`config.mk`:
```
export PLATFORM = sky130hd
export DESIGN_NAME = mult6_arbiter
export DESIGN_NICKNAME = d
export VERILOG_FILES = /design/src/rtl/mult6_arbiter.sv
export SDC_FILE = /design/constraint.sdc
export NUM_CORES = 1
export LEC_CHECK = 0
export CORE_MARGIN = 2
export CORE_UTILIZATION = 42
export DETAILED_ROUTE_END_ITERATION = 10
export PLACE_DENSITY_LB_ADDON = 0.12
export SYNTH_ARGS = -nofsm -noshare
export SYNTH_HDL_FRONTEND = slang
export SYNTH_SLANG_ARGS = --single-unit
```
`constraint.sdc`:
```
create_clock -name clk -period 2.2 [get_ports clk]
set_input_delay 0.55 -clock clk [delete_from_list [all_inputs] [get_ports clk]]
set_output_delay 0.55 -clock clk [all_outputs]
set_load 0.05 [all_outputs]
```
`src/rtl/mult6_arbiter.sv`:
```
// Two-requester front end for one shared combinational array multiplier.
// It accepts one operand pair at a time, waits for the array to settle, and returns the product to whichever requester issued it.
module mult6_arbiter #(
  parameter int N             = 6,
  parameter int M             = 6,
  parameter int SETTLE_CYCLES = 2
) (
  input  logic             clk,
  input  logic             rst,
  input  logic             req0_valid,
  output logic             req0_ready,
  input  logic [N-1:0]     req0_a,
  input  logic [M-1:0]     req0_b,
  output logic             rsp0_valid,
  input  logic             rsp0_ready,
  output logic [N+M-1:0]   rsp0_p,
  input  logic             req1_valid,
  output logic             req1_ready,
  input  logic [N-1:0]     req1_a,
  input  logic [M-1:0]     req1_b,
  output logic             rsp1_valid,
  input  logic             rsp1_ready,
  output logic [N+M-1:0]   rsp1_p,
  output logic [N-1:0]     mul_a,
  output logic [M-1:0]     mul_b,
  input  logic [N+M-1:0]   mul_s,
  output logic             busy
);

  localparam int CW = (SETTLE_CYCLES > 1) ? $clog2(SETTLE_CYCLES) : 1;

  typedef enum logic [1:0] {
    IDLE   = 2'd0,
    SETTLE = 2'd1,
    RESP   = 2'd2
  } state_e;

  state_e         state_q, state_d;
  logic [CW-1:0]  cnt_q, cnt_d;
  logic           grant_q, grant_d;
  logic           last_grant_q, last_grant_d;
  logic [N-1:0]   mul_a_q, mul_a_d;
  logic [M-1:0]   mul_b_q, mul_b_d;
  logic           rsp0_valid_q, rsp0_valid_d;
  logic           rsp1_valid_q, rsp1_valid_d;
  logic [N+M-1:0] rsp0_p_q, rsp0_p_d;
  logic [N+M-1:0] rsp1_p_q, rsp1_p_d;
  logic           pick1;

  // Requester 1 wins when it is alone, or on a tie when requester 0 went last.
  assign pick1      = req1_valid & (~req0_valid | ~last_grant_q);
  assign req0_ready = (state_q == IDLE) & req0_valid & ~pick1;
  assign req1_ready = (state_q == IDLE) & pick1;

  assign mul_a      = mul_a_q;
  assign mul_b      = mul_b_q;
  assign rsp0_valid = rsp0_valid_q;
  assign rsp1_valid = rsp1_valid_q;
  assign rsp0_p     = rsp0_p_q;
  assign rsp1_p     = rsp1_p_q;
  assign busy       = (state_q != IDLE);

  always_comb begin
    // NOTE: every next-state value defaults to its current value first, so no path through the case leaves one unassigned and no latch is inferred.
    state_d      = state_q;
    cnt_d        = cnt_q;
    grant_d      = grant_q;
    last_grant_d = last_grant_q;
    mul_a_d      = mul_a_q;
    mul_b_d      = mul_b_q;
    rsp0_valid_d = rsp0_valid_q;
    rsp1_valid_d = rsp1_valid_q;
    rsp0_p_d     = rsp0_p_q;
    rsp1_p_d     = rsp1_p_q;

    case (state_q)
      IDLE: begin
        if (req0_ready) begin
          mul_a_d      = req0_a;
          mul_b_d      = req0_b;
          grant_d      = 1'b0;
          last_grant_d = 1'b0;
          cnt_d        = CW'(SETTLE_CYCLES - 1);
          state_d      = SETTLE;
        end else if (req1_ready) begin
          mul_a_d      = req1_a;
          mul_b_d      = req1_b;
          grant_d      = 1'b1;
          last_grant_d = 1'b1;
          cnt_d        = CW'(SETTLE_CYCLES - 1);
          state_d      = SETTLE;
        end
      end
      SETTLE: begin
        if (cnt_q == '0) begin
          if (grant_q) begin
            rsp1_p_d     = mul_s;
            rsp1_valid_d = 1'b1;
          end else begin
            rsp0_p_d     = mul_s;
            rsp0_valid_d = 1'b1;
          end
          state_d = RESP;
        end else begin
          cnt_d = cnt_q - CW'(1);
        end
      end
      RESP: begin
        // Only the granted requester's ready can close the response.
        if (grant_q ? rsp1_ready : rsp0_ready) begin
          rsp0_valid_d = 1'b0;
          rsp1_valid_d = 1'b0;
          state_d      = IDLE;
        end
      end
      default: state_d = IDLE;
    endcase
  end

  // NOTE: state registers use non-blocking assignments so every flop samples the pre-edge value of every other flop.
  always_ff @(posedge clk or posedge rst) begin
    if (rst) begin
      state_q      <= IDLE;
      cnt_q        <= '0;
      grant_q      <= 1'b0;
      last_grant_q <= 1'b1;
      mul_a_q      <= '0;
      mul_b_q      <= '0;
      rsp0_valid_q <= 1'b0;
      rsp1_valid_q <= 1'b0;
      rsp0_p_q     <= '0;
      rsp1_p_q     <= '0;
    end else begin
      state_q      <= state_d;
      cnt_q        <= cnt_d;
      grant_q      <= grant_d;
      last_grant_q <= last_grant_d;
      mul_a_q      <= mul_a_d;
      mul_b_q      <= mul_b_d;
      rsp0_valid_q <= rsp0_valid_d;
      rsp1_valid_q <= rsp1_valid_d;
      rsp0_p_q     <= rsp0_p_d;
      rsp1_p_q     <= rsp1_p_d;
    end
  end

endmodule

```
# ---- After elaboration in Yosys (flattened, before gate mapping)
# Index checks and enable logic that the tools add are counted.
dict set report word_totals {
  regBits 43
  ramBits 0
  rom_bits 0
  n_memories 0
  elab_cells 62
  latchBits 0
  input_bits 42
}
dict set report classes {
  mux 22
  eq_ne 7
  n_mul 0
  n_div 0
  n_reduce_logical 12
  n_bitwise 10
  n_shift 0
  n_addsub 1
  magnitude_cmp 0
}
# op count
set op_table {}
lappend op_table {{6-bit 2-to-1 mux} 4}
lappend op_table {{1-bit 2-to-1 mux} 10}
lappend op_table {{3-bit AND reduction} 3}
lappend op_table {{2-bit 2-to-1 mux} 4}
lappend op_table {{2-bit inequality test (second input constant)} 4}
lappend op_table {{4-bit AND reduction} 2}
lappend op_table {{2-bit nonzero test} 4}
lappend op_table {{1-bit case mux with 2 select lines} 3}
lappend op_table {{2-bit case mux with 3 select lines} 1}
lappend op_table {{1-bit NOT} 5}
lappend op_table {{1-bit bitwise AND} 4}
lappend op_table {{2-bit AND reduction} 2}
lappend op_table {{3-bit inequality test (second input constant)} 1}
lappend op_table {{2-bit by 1-bit equality test with 1-bit output (second input constant)} 1}
lappend op_table {{2-bit equality test (second input constant)} 1}
lappend op_table {{2-bit logical NOT} 1}
lappend op_table {{1-bit bitwise OR} 1}
lappend op_table {{1-bit subtractor (second input constant)} 1}

# ---- Longest topological paths before layout
# Gate-level depths: netlist of run 1.
dict set report depth {
  word_depth 7
  depth_mapped 5
}

# ---- Worst setup path after synthesis of run 1
# Ideal clock, no wire load.
dict set report synth_timing {
  path_type {register to output}
  startpoint {register state_q[1]}
  endpoint {output req1_ready}
  stages_incl_launch_ff 4
  setup_slack_ns 0.221
  n_path_buf 0
  arrival_ns 1.429
  required_time_ns 1.650
  cell_sequence {dfrtp_1 -> nor2_1 -> nand2_1 -> a21oi_1}
}
dict set report synth_between {
  elab_chain_len 2
}
# element line
set synth_rtl {}
lappend synth_rtl {{from (decl)} 38} ;# state_e state_q, state_d;
lappend synth_rtl {{from (signal assigned)} 134} ;# state_q <= state_d;
lappend synth_rtl {{2-bit logical NOT} 53} ;# assign req1_ready = (state_q == IDLE) & pick1;
lappend synth_rtl {{1-bit bitwise AND} 53}
lappend synth_rtl {{to (decl)} 18} ;# output logic req1_ready,
# No other way between the ends.

# ---- Final worst setup path of run 1
dict set report layout_timing {
  startpoint {input req1_valid}
  endpoint {output req1_ready}
}
dict set report layout_between {
  elab_chain_len 2
}
# element line
set layout_rtl {}
lappend layout_rtl {{from (decl)} 17} ;# input logic req1_valid,
lappend layout_rtl {{1-bit bitwise AND} 51} ;# assign pick1 = req1_valid & (~req0_valid | ~last_grant_q);
lappend layout_rtl {{1-bit bitwise AND} 53}
# No other way between the ends.

==> summary.md, run 1 <==
| Metric | Value |
|---|---|
| Fmax achieved | `456 MHz` |
| CTS sink cnt | `43` |
| Register area share after synthesis | `56.1%` |
| Synth Warn # | `0` |
| Max cap viols | `0` |
| Most common cell after layout, fill and taps aside | `clkdlybuf4s50_1` |
| I/O pins | `83` |
| Hpwl dp | `3350 um` |
| Syn Inst Count | `150` |
| Vias in the first global route | `1634` |
| Actual slew at the worst max-slew pin | `0.661 ns` |
| First-pass GRT wire length | `7730 um` |
| Syn Nets | `192` |
| Status | `finished, final reports clean` |
| Largest net degree at the start of global routing | `24` |
| Final GP Congestion | `0.763` |
| Final setup viols | `0` |
| Critical Path AT | `1.65 ns` |
| HP Class | `register to register` |
| Clock Latency Late Sink | `0.29 ns` |
| Total negative slack | `0 ns` |
| Clock transition at the registers of the reported paths | `0.08 ns` |
| Highest fanout seen on the critical path | `4` |
| # diodes | `0` |
| Residual DRC | `0` |
| Vias | `1511` |
| Drt first pass iters | `4` |
| Post-layout nets | `280` |
| HP Start | `rsp1_valid` |
| CTS H-tree depth | `2` |
| Final cell count without fillers | `291` |
| Top_reg_cell synth | `dfrtp_1` |
| Final Slew Violations | `0` |
| Root Buffer | `clkbuf_8` |
| Layout area overhead | `53.8%` |
| Critical Path Source Type | `primary input` |
| All-Layer GR Usage | `19.3%` |
| Hold Vio Cnt, Final | `0` |
| PD cells | `1800 nW/um2` |
| Critical R2R Capture | `rsp0_p[11]` |
| Final ANT Viol Nets | `0` |
| Cells along the critical path | `clkdlybuf4s50_1 > nand2_1 > a21oi_1 > buf_12` |
| CP max stage cell | `clkdlybuf4s50_1` |
| Largest stage delay, worst path | `0.53 ns` |
| Max VDD drop | `0.000748 V` |
| Post-Syn Area | `1920 um2` |
| WL final | `4520 um` |
| Die area | `5130 um2` |
| Clock skew | `0.00451 ns` |
| Cts bufs inserted | `5` |
| Yosys reg bits | `43` |
| Placed cell count | `282` |
| Hold Path End | `rsp1_valid` |
| Die Y | `71.6 um` |
| Relative slew slack | `55.8%` |
| P_leak | `1.28 nW` |
| R2r setup slk | `0.33 ns` |
| Initial antenna violation count | `0` |
| Clk buf depth | `2` |
| Most frequent cells in the layout | `78 x clkdlybuf4s50_1, 42 x dfrtp_1, 18 x mux2_4` |
| First DRT Iteration DRCs | `51` |
| Min Tclk post-route | `2.20 ns` |
| Post-Syn Area per Cell | `12.8 um2` |
| Final cycle utilization of the critical path | `99.8%` |
| Fraction of registers with async set/reset | `100%` |
| Port Buffers | `82` |
| Initial core utilization | `43.8%` |
| Worst r2r path cells | `3` |
| Critical Path RT | `1.65 ns` |
| Setup crit start | `req1_valid` |
| Worst r2r src | `state_q[1]` |
| Distinct cell type count after synthesis | `24` |
| Remaining global-route overflow | `0` |
| Row count | `24` |
| Number of enable flip-flop cells after synthesis | `0` |
| RSZ-0062 raised after global routing | `yes` |
| Vias per cell | `5.19` |
| Setup crit end kind | `output pin` |
| Share of cells above drive strength 1 | `20.9%` |
| Worst hold path depth | `1` |
| CTS tree | `done` |
| DIE WIDTH | `71.6 um` |
| Crit Path Category | `primary input to output pin` |
| Drt wl/cell | `15.5 um` |
| Core area | `4380 um2` |
## critical path, delay by kind of cell
family	cells	cell delay [ns]
AND/OR/NAND/NOR	1	0.12
AO/OA/AOI/OAI	1	0.25
buffers and inverters	2	0.71
## layout make-up
type | count | area (um2)
fill | 314 | 1430
sequential | 43 | 1080
timing repair buffer | 89 | 918
multi-input combinational | 83 | 727
clock buffer | 7 | 96.3
tap | 52 | 65.1
inverter | 16 | 60.1
clock inverter | 1 | 7.51
## per-layer routing
metal,vias up,track usage (%),wire length (um)
met5,-,0,0
met4,0,6.29,73
met3,6,5.49,341
met2,66,31.3,2190
met1,738,25.0,1910
li1,701,-,-
## Yosys cell counts (2+ instances only)
cell / instances / area share [%]
nor2_1: 2 / 0.39
clkbuf_1: 5 / 0.98
nor2_4: 2 / 1.2
o311ai_1: 8 / 3.7
nand3_1: 13 / 3.4
buf_12: 2 / 2.1
inv_1: 16 / 3.1
a21o_1: 2 / 0.78
mux2_2: 7 / 4.1
o21ai_0: 14 / 3.7
mux2_4: 18 / 14
dfrtp_1: 42 / 55
o311ai_0: 4 / 1.8
a21oi_1: 2 / 0.52
nand2_1: 4 / 0.78
## where the power goes
group,switching [mW],total [mW],internal [mW]
clock network,0.259,0.545,0.285
registers,0.248,1.45,1.21
logic,2.01,3.32,1.32
total,2.51,5.32,2.81
## flip-flops by register name, indices dropped and copies added, names as in the netlist
signal and cells:
cnt_q 1, rsp0_p 12, mul_b 6, last_grant_q 1, rsp1_p 12, rsp1_valid 1, grant_q 1, state_q 2
rsp0_valid 1, mul_a 6
## repair_timing
action	in CTS	in global routing
setup endpoints to repair	1	2
resized for setup	1	2
hold buffers	0	0
setup buffers	0	1
## how the worst max path moves through the flow
stage                     slack, ns  depth (start not counted)    endpoint
final                         0.005                          4  req1_ready
after global routing          -0.05                          4  req1_ready
after CTS                      0.02                          4  req0_ready
after detailed placement      -0.02                          4  req0_ready
after global placement       -0.001                          4  req0_ready
after floorplan                0.22                          3  req1_ready
## per-stage QoR
stage	hold WS, ns	cell area (um2)	util (%)	setup slack (ns)	total power, mW
floorplan	0.470	1920	-	0.221	3.68
global placement	0.460	2830	64.5	-0.00107	4.71
detailed placement	0.485	2830	64.5	-0.0236	4.78
CTS	0.502	2940	67.0	0.0159	5.35
global route	0.529	2950	67.3	-0.0490	5.60
finish	0.502	2950	67.3	0.00480	5.32
## logic make-up (layout without fill, tap and decap cells)
| logic type | Yosys count | after routing | share of synthesized area, % |
|---|---|---|---|
| buffers and inverters | 24 | 113 | 6.45 |
| AOI/OAI and AO/OA | 31 | 31 | 10.7 |
| and+or+nand+nor | 26 | 26 | 8.02 |
| DFF | 43 | 43 | 56.1 |
| muxes | 26 | 26 | 18.7 |
Note: power is estimated with default switching activity, not from simulation.
==> inputs of run 2 (changes only) <==
Settings changed: GPL_ROUTABILITY_DRIVEN from default to 0.
==> results of run 2 <==
Final layout, timing and power as in run 1 (identical DEF).
